$ cat config.mk
export PLATFORM = sky130hd
export DESIGN_NAME = uv_vga_out
export DESIGN_NICKNAME = d
export VERILOG_FILES = /design/src/rtl/uv_vga_pkg.sv /design/src/rtl/uv_palette_rom.sv /design/src/rtl/uv_vga_out.sv
export SDC_FILE = /design/constraint.sdc
export NUM_CORES = 1
export LEC_CHECK = 0
export ABC_AREA = 1
export BUFFER_PORTS_ARGS = -buffer_cell sky130_fd_sc_hd__buf_4
export CORE_MARGIN = 2
export CORE_UTILIZATION = 50
export CTS_CLUSTER_DIAMETER = 50
export DETAILED_ROUTE_END_ITERATION = 10
export GPL_TIMING_DRIVEN = 0
export HOLD_SLACK_MARGIN = 0.06
export MAX_ROUTING_LAYER = met4
export PLACE_DENSITY = 0.75
export SETUP_SLACK_MARGIN = 0.1
export SYNTH_ARGS = -nofsm -noshare
export SYNTH_HDL_FRONTEND = slang
export SYNTH_SLANG_ARGS = --single-unit
$ cat constraint.sdc
create_clock -name sysclk -period 4.4 [get_ports sysclk]
set_clock_uncertainty 0.1 [all_clocks]
set_input_delay 1.32 -clock sysclk [delete_from_list [all_inputs] [get_ports sysclk]]
set_output_delay 1.32 -clock sysclk [all_outputs]
set_load 0.02 [all_outputs]
$ cat src/rtl/uv_vga_pkg.sv
// Shared timing defaults, region boundaries and pixel types for the VGA output path.
package uv_vga_pkg;

    // Default 640x480@60 timing
    localparam int unsigned H_ACTIVE_DEF   = 640;
    localparam int unsigned H_FP_DEF       = 16;
    localparam int unsigned H_SYNC_DEF     = 96;
    localparam int unsigned H_BP_DEF       = 48;
    localparam int unsigned V_ACTIVE_DEF   = 480;
    localparam int unsigned V_FP_DEF       = 10;
    localparam int unsigned V_SYNC_DEF     = 2;
    localparam int unsigned V_BP_DEF       = 33;
    localparam int unsigned UV_LATENCY_DEF = 2;

    localparam int unsigned H_TOTAL = H_ACTIVE_DEF + H_FP_DEF + H_SYNC_DEF + H_BP_DEF;
    localparam int unsigned V_TOTAL = V_ACTIVE_DEF + V_FP_DEF + V_SYNC_DEF + V_BP_DEF;

    // Inclusive sync windows for the default timing
    localparam int unsigned H_SYNC_START = H_ACTIVE_DEF + H_FP_DEF;
    localparam int unsigned H_SYNC_END   = H_SYNC_START + H_SYNC_DEF - 1;
    localparam int unsigned V_SYNC_START = V_ACTIVE_DEF + V_FP_DEF;
    localparam int unsigned V_SYNC_END   = V_SYNC_START + V_SYNC_DEF - 1;

    typedef struct packed {
        logic [3:0] r;
        logic [3:0] g;
        logic [3:0] b;
    } rgb444_t;

    typedef struct packed {
        logic [3:0] hue;
        logic [3:0] luma;
    } uv_t;

    // Sync fields are active-high here; inversion happens at the pins
    typedef struct packed {
        logic hblank;
        logic vblank;
        logic hsync;
        logic vsync;
    } raster_flags_t;

    localparam raster_flags_t FLAGS_IDLE = '{hblank: 1'b1, vblank: 1'b1, hsync: 1'b0, vsync: 1'b0};

    function automatic int unsigned raster_total(input int unsigned active, input int unsigned fp,
                                                 input int unsigned sync, input int unsigned bp);
        return active + fp + sync + bp;
    endfunction

endpackage

$ cat src/rtl/uv_palette_rom.sv
// UV byte to RGB444 palette: hue 0 is grayscale, hues 1..15 scale a per-hue base colour by luma.
module uv_palette_rom
    import uv_vga_pkg::*;
(
    input  logic       clk,
    input  logic       reset,
    input  logic       en,
    input  logic [7:0] addr,
    output rgb444_t    data
);

    // Brightest shade of each NTSC 7800 hue
    function automatic logic [11:0] hue_base(input logic [3:0] hue);
        logic [11:0] base;
        case (hue)
            4'd1:    base = 12'hC80;
            4'd2:    base = 12'hE60;
            4'd3:    base = 12'hE44;
            4'd4:    base = 12'hE48;
            4'd5:    base = 12'hC4C;
            4'd6:    base = 12'h84E;
            4'd7:    base = 12'h44E;
            4'd8:    base = 12'h48E;
            4'd9:    base = 12'h4AE;
            4'd10:   base = 12'h4CC;
            4'd11:   base = 12'h4C8;
            4'd12:   base = 12'h4C4;
            4'd13:   base = 12'h8C4;
            4'd14:   base = 12'hAC4;
            4'd15:   base = 12'hCA4;
            default: base = 12'h000;
        endcase
        return base;
    endfunction

    // channel * (luma + 1) / 16, so luma 15 yields the base colour itself
    function automatic logic [3:0] shade(input logic [3:0] chan, input logic [3:0] luma);
        logic [8:0] prod;
        prod = 9'(chan) * (9'(luma) + 9'd1);
        return prod[7:4];
    endfunction

    function automatic rgb444_t lookup(input uv_t uv);
        rgb444_t     px;
        logic [11:0] base;
        base = hue_base(uv.hue);
        if (uv.hue == 4'd0) begin
            px = '{r: uv.luma, g: uv.luma, b: uv.luma};
        end else begin
            px = '{r: shade(base[11:8], uv.luma), g: shade(base[7:4], uv.luma),
                   b: shade(base[3:0], uv.luma)};
        end
        return px;
    endfunction

    // Registered read, advancing only on enable
    always_ff @(posedge clk) begin
        if (reset) begin
            data <= '0;
        end else if (en) begin
            data <= lookup(uv_t'(addr));
        end
    end

endmodule

$ cat src/rtl/uv_vga_out.sv
// VGA raster generator and UV-to-RGB output stage, sync/blank aligned to the pixel pipeline.
module uv_vga_out #(
    parameter int unsigned H_ACTIVE   = uv_vga_pkg::H_ACTIVE_DEF,
    parameter int unsigned H_FP       = uv_vga_pkg::H_FP_DEF,
    parameter int unsigned H_SYNC     = uv_vga_pkg::H_SYNC_DEF,
    parameter int unsigned H_BP       = uv_vga_pkg::H_BP_DEF,
    parameter int unsigned V_ACTIVE   = uv_vga_pkg::V_ACTIVE_DEF,
    parameter int unsigned V_FP       = uv_vga_pkg::V_FP_DEF,
    parameter int unsigned V_SYNC     = uv_vga_pkg::V_SYNC_DEF,
    parameter int unsigned V_BP       = uv_vga_pkg::V_BP_DEF,
    parameter int unsigned UV_LATENCY = uv_vga_pkg::UV_LATENCY_DEF
) (
    input  logic       sysclk,
    input  logic       reset,
    input  logic       pix_ce,
    input  logic [7:0] uv_in,
    output logic [9:0] vga_row,
    output logic [9:0] vga_col,
    output logic [3:0] red,
    output logic [3:0] green,
    output logic [3:0] blue,
    output logic       hsync,
    output logic       vsync,
    output logic       hblank,
    output logic       vblank,
    output logic       frame_start
);

    import uv_vga_pkg::*;

    localparam int unsigned HTotal   = raster_total(H_ACTIVE, H_FP, H_SYNC, H_BP);
    localparam int unsigned VTotal   = raster_total(V_ACTIVE, V_FP, V_SYNC, V_BP);
    localparam int unsigned HSyncBeg = H_ACTIVE + H_FP;
    localparam int unsigned HSyncEnd = HSyncBeg + H_SYNC - 1;
    localparam int unsigned VSyncBeg = V_ACTIVE + V_FP;
    localparam int unsigned VSyncEnd = VSyncBeg + V_SYNC - 1;
    // Raw flags wait out the UV return latency plus the palette register
    localparam int unsigned Dly      = UV_LATENCY + 1;

    logic [9:0]    col_q, col_d, row_q, row_d;
    logic          col_last, row_last;
    logic          frame_start_q;
    raster_flags_t raw_flags, out_flags;
    raster_flags_t dly_q [Dly];
    rgb444_t       pal_q;

    // Next raster position
    always_comb begin
        col_last = (col_q == 10'(HTotal - 1));
        row_last = (row_q == 10'(VTotal - 1));
        col_d    = col_last ? 10'd0 : col_q + 10'd1;
        row_d    = row_q;
        if (col_last) begin
            row_d = row_last ? 10'd0 : row_q + 10'd1;
        end
    end

    // Raster counters and the one-sysclk wrap pulse
    always_ff @(posedge sysclk) begin
        if (reset) begin
            col_q         <= '0;
            row_q         <= '0;
            frame_start_q <= 1'b0;
        end else begin
            frame_start_q <= pix_ce && col_last && row_last;
            if (pix_ce) begin
                col_q <= col_d;
                row_q <= row_d;
            end
        end
    end

    // Timing decode of the current counter position
    always_comb begin
        raw_flags        = FLAGS_IDLE;
        raw_flags.hblank = (col_q >= 10'(H_ACTIVE));
        raw_flags.vblank = (row_q >= 10'(V_ACTIVE));
        raw_flags.hsync  = (col_q >= 10'(HSyncBeg)) && (col_q <= 10'(HSyncEnd));
        raw_flags.vsync  = (row_q >= 10'(VSyncBeg)) && (row_q <= 10'(VSyncEnd));
    end

    // Sync/blank delay line, flushed to idle on reset
    always_ff @(posedge sysclk) begin
        if (reset) begin
            for (int i = 0; i < int'(Dly); i++) begin
                dly_q[i] <= FLAGS_IDLE;
            end
        end else if (pix_ce) begin
            dly_q[0] <= raw_flags;
            for (int i = 1; i < int'(Dly); i++) begin
                dly_q[i] <= dly_q[i-1];
            end
        end
    end

    uv_palette_rom u_palette (
        .clk   (sysclk),
        .reset (reset),
        .en    (pix_ce),
        .addr  (uv_in),
        .data  (pal_q)
    );

    // Outputs: both sides of the colour mask are registered, so no glitches reach the pins
    always_comb begin
        out_flags = dly_q[Dly-1];
        hblank    = out_flags.hblank;
        vblank    = out_flags.vblank;
        hsync     = ~out_flags.hsync;
        vsync     = ~out_flags.vsync;
        red       = pal_q.r;
        green     = pal_q.g;
        blue      = pal_q.b;
        if (out_flags.hblank || out_flags.vblank) begin
            red   = 4'd0;
            green = 4'd0;
            blue  = 4'd0;
        end
    end

    assign vga_col     = col_q;
    assign vga_row     = row_q;
    assign frame_start = frame_start_q;

endmodule

==> flow_summary.json, run 1 <==
{
  "finalSetupTns_ns": 0,
  "cts_tree": "yes",
  "min_period_ns": 4.082,
  "drt_pre_antenna_iters": 5,
  "p_per_area_mw_per_mm2": 235.5,
  "yosys_register_bits": 45,
  "syn-cell-area_sq_mm": 0.003538,
  "final_critical_path_setup_slack_ns": 0.3179,
  "ys.warnings.count": 0,
  "internal_power_mw": 0.6624,
  "cpPeakStageDelay_ns": 0.49,
  "synth.top_cells.by_area": "sky130_fd_sc_hd__dfxtp_1 19%, sky130_fd_sc_hd__nand2_1 13%, sky130_fd_sc_hd__ha_1 12%, sky130_fd_sc_hd__edfxtp_1 10%, sky130_fd_sc_hd__inv_1 8.3%",
  "cts_hold_buf": 0,
  "power.share.combinational_pct": 28.4,
  "pwr-share-clk_pct": 25.0,
  "finalMaxSlewViolations": 0,
  "wire_per_inst_um": 12.15,
  "drc": 0,
  "antenna_found_initial": 0,
  "crit-reg2reg-capture": "vga_col[7]",
  "die_height_um": 88.13,
  "ant_nets": 0,
  "fmax_mhz": 245.0,
  "critical_path.cell_chain": "buf_4 > inv_1 > ha_1 > a22oi_2 > nand2_1 > fa_1 > nor4_2 > ha_2 > inv_1 > fa_1 > xor2_1 > o21ai_0 > nand2_1 > o21ai_0",
  "setup_viol": 0,
  "areaGrowthSynthToFinish_pct": 16.44,
  "worst_slew_margin_rel_pct": 62.36,
  "mapped_cells": 487,
  "globalRouteOverflowTotal": 0,
  "coreArea_sq_mm": 0.006832,
  "power.ir.vdd_worst_mv": 0.1880,
  "timing.critical_path.arrival_ns": 4.20,
  "numCtsBuffers": 5,
  "worst-r2r-setup-slack_ns": 2.75,
  "slowest_stage": "sky130_fd_sc_hd__fa_1",
  "timing.max_cap.violations": 0,
  "sequentialPowerShare_pct": 46.6,
  "drive_gt1_share_pct": 17.31,
  "synth.top_cells.by_count": "124 x sky130_fd_sc_hd__nand2_1, 78 x sky130_fd_sc_hd__inv_1, 54 x sky130_fd_sc_hd__nor2_1",
  "most_frequent_cell_after_synthesis": "sky130_fd_sc_hd__nand2_1",
  "cts.root.buffer_cell": "sky130_fd_sc_hd__clkbuf_8",
  "start_kind": "primary input",
  "global_route.usage.total_pct": 21.38,
  "setup_repair_after_global_routing_missed_its_margin": "no",
  "worst-path-max-fanout": 5,
  "hpwl_after_detailed_placement_um": 6017,
  "clk_latency_ns": 0.29,
  "gp_congestion": 0.8833,
  "via_count_of_the_first_global_routing_pass": 2962,
  "clk_pin_slew_worst_paths_ns": 0.08,
  "core.rowCount": 30,
  "place_ws_ns": -0.1758,
  "ys_async_sr_fraction_pct": 0,
  "sw_frac_of_total_pct": 31.73,
  "period_utilisation_layout_pct": 92.77,
  "synth_area_per_inst_sq_um": 7.266,
  "power_switching_mw": 0.3078,
  "finalWirelength_um": 7761,
  "count_of_input_and_output_buffers": 47,
  "synthDominantCellAreaShare_pct": 18.67,
  "cellLeakagePower_nw": 1.961,
  "reg2reg_from": "vga_col[1]",
  "final.fill_count": 644,
  "post-synth-top-area-cell": "sky130_fd_sc_hd__dfxtp_1",
  "die_width_um": 88.13,
  "critPathCaptureType": "flop",
  "antenna_cells_inserted": 0,
  "seq_area_frac_synth_pct": 28.85,
  "status": "completed",
  "setup.worst_path.class": "primary input to flop",
  "synth.lib_cells_used.distinct": 38,
  "detailroute.via_count": 3215,
  "synth_enable_flop_cells": 12,
  "syn-num-nets": 544,
  "multiInputGateArea_sq_mm": 0.002188,
  "cts_buffer_depth": 2,
  "initial_utilization_pct": 51.79,
  "final_hold_viol_count": 0,
  "cts.sink_count": 45,
  "first_iter_violations": 101,
  "power.total_mw": 0.9702,
  "die_area_sq_mm": 0.007766,
  "timing.critical_path.from": "uv_in[5]",
  "sequential_cell_area_sq_mm": 0.001021,
  "r2r.worst_path.cells": 9,
  "worst_pin_slew_ns": 0.5627,
  "cp_data_required_time_ns": 4.52,
  "h-tree-depth": 2,
  "layout.nets": 599,
  "detail_route.vias_per_cell": 5.031,
  "grt_first_pass_wirelength_um": 12990,
  "synth-main-ff-cell": "sky130_fd_sc_hd__dfxtp_1",
  "critPathCapture": "u_palette.data[10]",
  "hold_class": "flop to flop",
  "grt_max_degree": 22,
  "io_pins": 48
}
==> stage by stage <==
step | hold WS, ns | util [%] | instances | instance area [sq um]
floorplan | 0.3258 | - | 487 | 3538
global placement | 0.3441 | 58.72 | 630 | 4011
detailed placement | 0.3444 | 58.72 | 630 | 4011
CTS | 0.3586 | 59.89 | 638 | 4091
global route | 0.3866 | 60.31 | 639 | 4120
finish | 0.3577 | 60.31 | 639 | 4120
==> logic make-up (layout without fill, tap and decap cells) <==
group	count (synthesis)	in the layout	share of synthesized area, %
compound gates	48	48	7.532
xor+xnor	12	12	2.970
fa+ha+maj	46	46	18.81
buf+inv	90	146	9.901
flops	45	45	28.85
simple gates	246	246	31.93
==> flip-flops by register name, summed over array words and instances, names as in the netlist <==
name            flops
u_palette.data     12
vga_col            10
dly_q              12
frame_start         1
vga_row            10
==> worst min path at each step <==
stage / end / slack [ns] / from / cells past startpoint
6_report: u_palette.data[3] / 0.36 / u_palette.data[3] / 2
5_1_grt: u_palette.data[3] / 0.39 / u_palette.data[3] / 2
4_1_cts: u_palette.data[3] / 0.36 / u_palette.data[3] / 2
3_5_place_dp: u_palette.data[3] / 0.34 / u_palette.data[3] / 2
3_3_place_gp: u_palette.data[3] / 0.34 / u_palette.data[3] / 2
2_1_floorplan: u_palette.data[11] / 0.33 / u_palette.data[11] / 2
==> worst max-delay path, delay by kind of cell <==
kind            cells  cell delay (ns)
buf+inv             3             0.32
xor+xnor            1             0.15
simple gates        3             0.51
compound gates      3             0.52
fa+ha+maj           4             1.37
==> power groups by stage <==
| stage | logic [mW] | clock network, mW | registers, mW |
|---|---|---|---|
| finish | 0.275 | 0.243 | 0.452 |
| global route | 0.319 | 0.263 | 0.455 |
| CTS | 0.274 | 0.250 | 0.452 |
| detailed placement | 0.271 | 0 | 0.462 |
| global placement | 0.260 | 0 | 0.461 |
| floorplan | 0.193 | 0 | 0.462 |
==> timing repair <==
item	CTS	global route
endpoints found under the setup margin	0	4
setup buffers	0	1
resized for setup	0	4
==> layout make-up <==
cell class / count / share of cell area [%]
well taps: 96 / 2.915
repair buffers: 48 / 8.746
inverters: 84 / 7.683
plain buffers: 6 / 0.8199
flip-flops and latches: 45 / 24.78
multi-input cells: 352 / 53.11
clock inverters: 1 / 0.09110
clock buffers: 7 / 1.852
==> per-layer routing <==
layer | wire length [um] | vias to the layer above | global-route usage, % | part of all wire [%]
li1 | - | 1651 | - | -
met1 | 3633 | 1482 | 27.29 | 47
met2 | 3713 | 71 | 36.29 | 48
met3 | 319 | 11 | 3.299 | 4.1
met4 | 94 | 0 | 4.132 | 1.2
met5 | 0 | - | - | 0
==> layout by cell type (no fill, tap or decap), types with 2 or more instances in the layout <==
master                     count
sky130_fd_sc_hd__a21oi_1      16
sky130_fd_sc_hd__buf_2         3
sky130_fd_sc_hd__buf_4        48
sky130_fd_sc_hd__clkbuf_1      4
sky130_fd_sc_hd__clkbuf_8      5
sky130_fd_sc_hd__dfxtp_1      33
sky130_fd_sc_hd__edfxtp_1     12
sky130_fd_sc_hd__fa_1         12
sky130_fd_sc_hd__ha_1         33
sky130_fd_sc_hd__inv_1        78
sky130_fd_sc_hd__inv_2         5
sky130_fd_sc_hd__nand2_1     124
sky130_fd_sc_hd__nand2_2       3
sky130_fd_sc_hd__nand3_1      27
sky130_fd_sc_hd__nand3_2       3
sky130_fd_sc_hd__nand4_1       7
sky130_fd_sc_hd__nor2_1       54
sky130_fd_sc_hd__nor2_2        3
sky130_fd_sc_hd__nor2_4        3
sky130_fd_sc_hd__nor3_1        5
sky130_fd_sc_hd__nor3b_1       2
sky130_fd_sc_hd__nor4_2        2
sky130_fd_sc_hd__o21ai_0      25
sky130_fd_sc_hd__or2_2         7
sky130_fd_sc_hd__xnor2_1       4
sky130_fd_sc_hd__xor2_1        7
(Power assumes the default switching activity.)
==> run 2, diff against run 1 <==
--- a/config.mk
+++ b/config.mk
@@ -13,7 +13,6 @@
 export DETAILED_ROUTE_END_ITERATION = 10
 export GPL_TIMING_DRIVEN = 0
 export HOLD_SLACK_MARGIN = 0.06
-export MAX_ROUTING_LAYER = met4
 export PLACE_DENSITY = 0.75
 export SETUP_SLACK_MARGIN = 0.1
 export SYNTH_ARGS = -nofsm -noshare
==> run 2 against run 1 <==
  * Die area unchanged
  * Hold slack about the same
  * First-iteration DRC count down 0.99%
  * Final cell count unchanged
  * Sequential cell count unchanged
  * Clock power about the same
  * Final area unchanged
  * Global-route usage down 0.65 points
  * Critical path type unchanged
  * Critical endpoint is now u_palette.data[2]
  * Highest routed layer unchanged
==> flow_summary.json, run 2 (synthesis gave the netlist of run 1 again) <==
{
  "power.ir.vdd_worst_mv": 0.1907,
  "globalRouteOverflowTotal": 0,
  "clk_pin_slew_worst_paths_ns": 0.08,
  "count_of_input_and_output_buffers": 47,
  "gp_congestion": 0.8692,
  "reg_top3": "dly_q (12), u_palette.data (12)",
  "sw_frac_of_total_pct": 31.84,
  "drt_pre_antenna_iters": 4,
  "pwr-share-clk_pct": 25.1,
  "start_kind": "primary input",
  "antenna_found_initial": 0,
  "layout.nets": 599,
  "die_width_um": 88.13,
  "drive_gt1_share_pct": 17.31,
  "hold_class": "flop to flop",
  "detailroute.via_count": 3218,
  "detail_route.vias_per_cell": 5.036,
  "h-tree-depth": 2,
  "p_per_area_mw_per_mm2": 236.0,
  "final_hold_viol_count": 0,
  "period_utilisation_layout_pct": 93.03,
  "hpwl_after_detailed_placement_um": 6017,
  "worst_pin_slew_ns": 0.5773,
  "ant_nets": 0,
  "finalSetupTns_ns": 0,
  "cts_hold_buf": 0,
  "finalMaxSlewViolations": 0,
  "cts.sink_count": 45,
  "cts_tree": "yes",
  "fmax_mhz": 244.3,
  "final.fill_count": 644,
  "setup_viol": 0,
  "finish.utilization_pct": 60.31,
  "cp_data_required_time_ns": 4.47,
  "grt_max_degree": 22,
  "finalWirelength_um": 7776,
  "die_area_sq_mm": 0.007766,
  "cts.root.buffer_cell": "sky130_fd_sc_hd__clkbuf_8",
  "grt_first_pass_wirelength_um": 12990,
  "setup_repair_after_global_routing_missed_its_margin": "no",
  "global_route.usage.total_pct": 20.73,
  "wire_per_inst_um": 12.17,
  "internal_power_mw": 0.6627,
  "initial_utilization_pct": 51.79,
  "coreArea_sq_mm": 0.006832,
  "worst_slew_margin_rel_pct": 61.52,
  "first_iter_violations": 100,
  "most-common-layout-cells": "124 x sky130_fd_sc_hd__nand2_1, 78 x sky130_fd_sc_hd__inv_1, 54 x sky130_fd_sc_hd__nor2_1",
  "power.share.combinational_pct": 28.4,
  "post_dp_cell_area_sq_mm": 0.004011,
  "post-route-cell-area_sq_mm": 0.004120,
  "drc": 0,
  "via_count_of_the_first_global_routing_pass": 2961,
  "timing.critical_path.arrival_ns": 4.16,
  "timing.max_cap.violations": 0,
  "antenna_cells_inserted": 0,
  "numCtsBuffers": 5,
  "clk_latency_ns": 0.29,
  "areaGrowthSynthToFinish_pct": 16.44,
  "die_height_um": 88.13,
  "worst-path-max-fanout": 5,
  "core.rowCount": 30,
  "status": "completed",
  "critPathCaptureType": "flop",
  "sequentialPowerShare_pct": 46.5,
  "layout_commonest_cell": "sky130_fd_sc_hd__nand2_1",
  "final_critical_path_setup_slack_ns": 0.3069,
  "cts_buffer_depth": 2,
  "cellLeakagePower_nw": 1.961,
  "place_ws_ns": -0.1758,
  "setup.worst_path.class": "primary input to flop",
  "min_period_ns": 4.093,
  "io_pins": 48,
  "power_switching_mw": 0.3096
}
[run 2: cell counts in the layout (fill, tap and decap cells not counted)]
No cell type changed its count.
[run 2: cell type report]
| type | instances | area (sq um) | share of cell area (%) |
|---|---|---|---|
| buffer | 6 | 33.78 | 0.8199 |
| clock buffer | 7 | 76.32 | 1.852 |
| clock inverter | 1 | 3.754 | 0.09110 |
| inverter | 84 | 316.6 | 7.683 |
| multi-input combinational | 352 | 2188 | 53.11 |
| sequential | 45 | 1021 | 24.78 |
| tap | 96 | 120.1 | 2.915 |
| timing repair buffer | 48 | 360.3 | 8.746 |
[run 2: critical path, cell delays in order]
cell	delay [ns]
sky130_fd_sc_hd__buf_4	0.11
sky130_fd_sc_hd__inv_1	0.09
sky130_fd_sc_hd__ha_1	0.21
sky130_fd_sc_hd__inv_1	0.08
sky130_fd_sc_hd__nand2_1	0.06
sky130_fd_sc_hd__a32oi_2	0.25
sky130_fd_sc_hd__nand2_1	0.11
sky130_fd_sc_hd__fa_1	0.51
sky130_fd_sc_hd__inv_1	0.04
sky130_fd_sc_hd__ha_1	0.29
sky130_fd_sc_hd__ha_1	0.23
sky130_fd_sc_hd__fa_1	0.38
sky130_fd_sc_hd__xnor2_1	0.21
sky130_fd_sc_hd__o21ai_0	0.12
sky130_fd_sc_hd__nand2_1	0.07
sky130_fd_sc_hd__o21ai_0	0.07
[run 2: layer usage]
metal	vias to the layer above	routed length [um]	GRT usage, %
met5	-	0	0
li1	1655	-	-
met4	0	97	4.132
met2	69	3736	36.43
met1	1481	3662	27.18
met3	13	280	3.299
[run 2: worst paths after layout]
path	start	to	slack, ns	cells after the start
setup / recovery	uv_in[5]	u_palette.data[2]	0.31	16
hold / removal	u_palette.data[3]	u_palette.data[3]	0.36	2
setup reg to reg	vga_col[1]	vga_col[7]	2.71	9
hold reg to reg	u_palette.data[3]	u_palette.data[3]	0.36	2
[run 2: power by group through the flow]
stage               Clock [mW]  Sequential (mW)  Combinational, mW
CTS                      0.250            0.452              0.274
global placement             0            0.461              0.260
floorplan                    0            0.462              0.193
detailed placement           0            0.462              0.271
global route             0.262            0.455              0.319
finish                   0.244            0.452              0.276
[run 2: what timing repair did]
item	in CTS	in global routing
setup endpoints to repair	0	4
buffers inserted	0	1
gates resized for setup	0	4
[run 2: metrics by stage]
stage | total power, mW | hold WS, ns | cells
3_3_place_gp | 0.7214 | 0.3441 | 630
3_5_place_dp | 0.7326 | 0.3444 | 630
6_report | 0.9722 | 0.3576 | 639
2_1_floorplan | 0.6557 | 0.3258 | 487
4_1_cts | 0.9762 | 0.3586 | 638
5_1_grt | 1.036 | 0.3866 | 639
